<file path="src/rtl/i2s_frame_tx.sv">
// I2S transmitter for the microphone array output: one-deep sample hold buffer,
// slot framing from an external word select, MSB-first serialization.
module i2s_frame_tx #(
  parameter int IN_W   = 8,
  parameter int SLOT_W = 16,
  parameter int MONO   = 1
) (
  input  logic            clk,
  input  logic            rst,
  input  logic            lr_clk,
  input  logic [IN_W-1:0] sample_in,
  input  logic            sample_valid,
  input  logic            clear_flags,
  output logic            i2s_sd,
  output logic            frame_start,
  output logic            overflow,
  output logic            underflow
);

  localparam int PAD_W = SLOT_W - IN_W;

  logic              lr_q;
  logic [IN_W-1:0]   hold_reg;
  logic              hold_full_reg;
  logic              primed_reg;
  logic [IN_W-1:0]   frame_word_reg;
  logic [SLOT_W-1:0] shift_reg;

  logic              slot_edge;
  logic              left_edge;
  logic              right_edge;
  logic              consume;
  logic              ovf_set;
  logic              udf_set;
  logic [IN_W-1:0]   frame_word_next;
  logic [SLOT_W-1:0] slot_word;

  // MSB-justify the sample in the slot; the LSBs are zero, not sign bits.
  function automatic logic [SLOT_W-1:0] pad_word(input logic [IN_W-1:0] w);
    return SLOT_W'(w) << PAD_W;
  endfunction

  always_comb begin
    slot_edge  = (lr_clk != lr_q);
    left_edge  = slot_edge & ~lr_clk;
    right_edge = slot_edge & lr_clk;
    consume    = left_edge & hold_full_reg;

    frame_word_next = frame_word_reg;
    if (left_edge) begin
      frame_word_next = hold_full_reg ? hold_reg : '0;
    end

    // A sample landing on the consuming edge refills the buffer, so it is not an overwrite.
    ovf_set = sample_valid & hold_full_reg & ~consume;
    udf_set = left_edge & ~hold_full_reg & primed_reg;

    slot_word = '0;
    if (left_edge) begin
      slot_word = pad_word(frame_word_next);
    end else if (right_edge && (MONO != 0)) begin
      slot_word = pad_word(frame_word_reg);
    end
  end

  always_ff @(posedge clk or posedge rst) begin
    if (rst) begin
      lr_q <= 1'b0;
    end else begin
      lr_q <= lr_clk;
    end
  end

  always_ff @(posedge clk or posedge rst) begin
    if (rst) begin
      hold_reg       <= '0;
      hold_full_reg  <= 1'b0;
      primed_reg     <= 1'b0;
      frame_word_reg <= '0;
    end else begin
      if (sample_valid) begin
        hold_reg      <= sample_in;
        hold_full_reg <= 1'b1;
        primed_reg    <= 1'b1;
      end else if (consume) begin
        hold_full_reg <= 1'b0;
      end
      frame_word_reg <= frame_word_next;
    end
  end

  // Once the slot bits are exhausted the register has shifted in zeros, so the line idles low.
  always_ff @(posedge clk or posedge rst) begin
    if (rst) begin
      shift_reg   <= '0;
      i2s_sd      <= 1'b0;
      frame_start <= 1'b0;
    end else begin
      if (slot_edge) begin
        i2s_sd    <= slot_word[SLOT_W-1];
        shift_reg <= slot_word << 1;
      end else begin
        i2s_sd    <= shift_reg[SLOT_W-1];
        shift_reg <= shift_reg << 1;
      end
      frame_start <= left_edge;
    end
  end

  // Setting wins over a simultaneous clear so no event is lost.
  always_ff @(posedge clk or posedge rst) begin
    if (rst) begin
      overflow  <= 1'b0;
      underflow <= 1'b0;
    end else begin
      if (ovf_set) begin
        overflow <= 1'b1;
      end else if (clear_flags) begin
        overflow <= 1'b0;
      end
      if (udf_set) begin
        underflow <= 1'b1;
      end else if (clear_flags) begin
        underflow <= 1'b0;
      end
    end
  end

endmodule

</file>
<file path="config.mk">
export PLATFORM = sky130hd
export DESIGN_NAME = i2s_frame_tx
export DESIGN_NICKNAME = d
export VERILOG_FILES = /design/src/rtl/i2s_frame_tx.sv
export SDC_FILE = /design/constraint.sdc
export NUM_CORES = 1
export LEC_CHECK = 0
export ABC_CLOCK_PERIOD_IN_PS = 2200
export BUFFER_PORTS_ARGS = -buffer_cell sky130_fd_sc_hd__buf_2
export CAP_MARGIN = 20
export CELL_PAD_IN_SITES_DETAIL_PLACEMENT = 0
export CELL_PAD_IN_SITES_GLOBAL_PLACEMENT = 1
export CORE_MARGIN = 2
export CORE_UTILIZATION = 44
export DETAILED_ROUTE_END_ITERATION = 16
export PLACE_DENSITY = 0.77
export RECOVER_POWER = 25
export SLEW_MARGIN = 20
export SYNTH_ARGS = -nofsm -noshare
export SYNTH_HDL_FRONTEND = slang
export SYNTH_SLANG_ARGS = --single-unit
</file>
<file path="constraint.sdc">
create_clock -name clk -period 2.2 [get_ports clk]
set_clock_uncertainty 0.15 [all_clocks]
set_input_delay 0.11 -clock clk [delete_from_list [all_inputs] [get_ports clk]]
set_output_delay 0.11 -clock clk [all_outputs]
set_load 0.05 [all_outputs]
</file>
==> results.yml <==
power_and_ir_drop:
  clockPowerShare_pct: 29.2
  p_per_area_nw_per_um2: 757
  peakVddDrop_v: 0.000509
  swShare_pct: 26.8
  combPwrFrac_pct: 15.5
  sequentialPowerShare_pct: 55.3
  power_switching_mw: 0.307
  p_int_mw: 0.840
  p_leak_nw: 0.710
floorplanning:
  core_um2: 2710
  fp-row-count: 19
  die_h_um: 57.0
  die_w_um: 57.0
  ios: 17
  initial_core_util_pct: 45.7
  dieArea_um2: 3250
sta:
  max_freq_mhz: 542
  finalSetupViolCount: 0
  setup_ws_ns: 0.355
  hold_violations: 0
  worstMarginPinSlew_ns: 0.701
  timing.final.crit_share_pct: 83.9
  final-max-slew-violation-count: 0
  finalCriticalPeriod_ns: 1.84
  fin_setup_tns_ns: 0
  rsz0062_at_grt: "false"
  relSlewSlack_pct: 53.3
clock_tree:
  clk_path_buf_depth: 2
  postCtsSetupBuffers: 0
  cts-root-buf: "clkbuf_4"
  clkTransAtPathRegs_ns: 0.09
  clock_sinks: 30
  htree_levels: 2
  tritoncts: "done"
  clk_latency_ns: 0.33
  cts_buffers: 5
  post_cts_resized: 0
worst_setup_path:
  cp-start-kind: "input port"
  crit_path_end_kind: "flop"
  required_ns: 2.29
  r2r_start: "lr_q"
  rrSetupSlack_ns: 0.50
  reg2reg_depth: 3
  critPathKind: "input port to flop"
  crit_start: "lr_clk"
  cp_data_arrival_time_ns: 1.93
  path_max_fanout: 7
  r2r-end: "shift_reg[13]"
  crit_end: "shift_reg[13]"
drt:
  drc_errors: 0
  detail-route-antenna-nets: 0
  num_vias: 805
  wl_per_cell_um: 12.8
  drt-total-wl_mm: 2.08
  viasPerCell: 4.97
  first_iter_violations: 6
  dr.pass1.iters: 2
cells_and_area:
  antenna_cells: 0
  drive_above_1_share_pct: 31.3
  syn2layout_area_growth_pct: 22.4
  nets: 146
place:
  gp_congestion: 0.705
  dpl.hpwl_mm: 1.42
  pre_cts_slack_ns: 0.519
  numPortBuffers: 16
global_routing:
  track_usage_pct: 16.2
  grt_pass1_vias: 897
  grt_max_degree: 31
  grt_pass1_wl_mm: 3.93
  globalRoute.totalOverflow: 0
  antenna_found_initial: 0
yosys:
  synth_top_area_share_pct: 60.7
  syn_area_um2: 1240
  synth_ff_type: "dfrtp_1"
  synth_fp_nets: 114
  postSynthAreaPerCell_um2: 12.6
  synth_area_leader_cell: "dfrtp_1"
  synthTopCellsByCount: "dfrtp_1, inv_1, mux2_2, nand3_1, o21ai_0"
  yosysUniqueCellTypes: 17
  yosys_warnings: 0
  yosysSeqAreaShare_pct: 60.7
  synth_cells: 98
  synth_area_leaders: "dfrtp_1, o221ai_2, mux2_2"
  ys_seq_elements: 30
  async_flop_share_pct: 100
  synth_edf_count: 0
  yosys.cell_count.top_type: "dfrtp_1"
status:
  outcome: "finished, final reports clean"
flow_run:
  maxCapViolCount: 0
min_path:
  hold_path_class: "flop to flop"
  min_path_cells: 2
-- cells in the final DEF, fill, tap and decap left out, types with 2 or more instances in the layout --
| cell type | synthesis | layout |
|---|---|---|
| a32o_1 | 2 | 2 |
| buf_2 | 2 | 15 |
| buf_4 | 0 | 2 |
| clkbuf_1 | 2 | 2 |
| clkbuf_4 | 0 | 5 |
| dfrtp_1 | 30 | 30 |
| dlygate4sd3_1 | 0 | 12 |
| ha_1 | 3 | 3 |
| inv_1 | 14 | 14 |
| mux2_2 | 8 | 8 |
| nand2_1 | 7 | 7 |
| nand3_1 | 8 | 8 |
| o21ai_0 | 8 | 8 |
| o221ai_2 | 7 | 7 |
-- per-layer routing --
metal  GRT usage [%]  part of all wire [%]  vias up
li1                -                     -      396
met1            19.8                    47      389
met2            25.3                    47       15
met3            7.48                   4.6        5
met4            5.98                   1.9        0
met5               0                     0        -
-- worst min-delay path by stage --
stage,start,endpoint
global route,lr_clk,lr_q
CTS,rst,shift_reg[10]
finish,shift_reg[10],shift_reg[11]
floorplan,lr_clk,lr_q
detailed placement,rst,frame_start
global placement,rst,frame_start
-- metrics by stage --
step	area, um^2	hold slack [ns]	util [%]	instances	total power [mW]
after floorplan	1240	-0.00857	-	98	0.768
after global placement	1340	0.0487	49.4	142	0.803
after detailed placement	1340	0.0447	49.4	142	0.811
after CTS	1520	0.243	56.0	162	1.16
after global routing	1520	0.335	55.9	162	1.22
final	1520	0.333	55.9	162	1.15
-- worst max-delay path, stage by stage --
cell and delay (ns):
dlygate4sd3_1 0.52, clkbuf_1 0.15, inv_1 0.08, ha_1 0.31, or3b_1 0.53, o221ai_2 0.22
-- layout make-up --
type                            instances  area, um^2
Clock inverter                          1        5.00
Sequential cell                        30         751
Fill cell                             234        1190
Multi-Input combinational cell         48         394
Clock buffer                            7        55.1
Tap cell                               31        38.8
Inverter                               14        52.6
Timing Repair Buffer                   31         219
-- repair_timing --
action | in CTS | in global routing
hold buffers | 12 | 0
endpoints found under the hold margin | 42 | 0
endpoints found under the setup margin | 0 | 0
-- power by group through the flow --
stage          Clock [mW]  Combinational [mW]  Sequential [mW]
2_1_floorplan           0               0.107            0.661
3_3_place_gp            0               0.159            0.644
3_5_place_dp            0               0.164            0.647
4_1_cts             0.342               0.181            0.635
5_1_grt             0.381               0.200            0.643
6_report            0.335               0.178            0.635
-- logic make-up after synthesis --
| family | share of synthesized area (%) |
|---|---|
| DFF | 60.7 |
| adders and majority gates | 3.03 |
| buffers and inverters | 7.48 |
| AOI/OAI and AO/OA | 14.4 |
| and+or+nand+nor | 7.18 |
| muxes | 7.28 |
No activity file was read; power rests on OpenSTA's default activity.
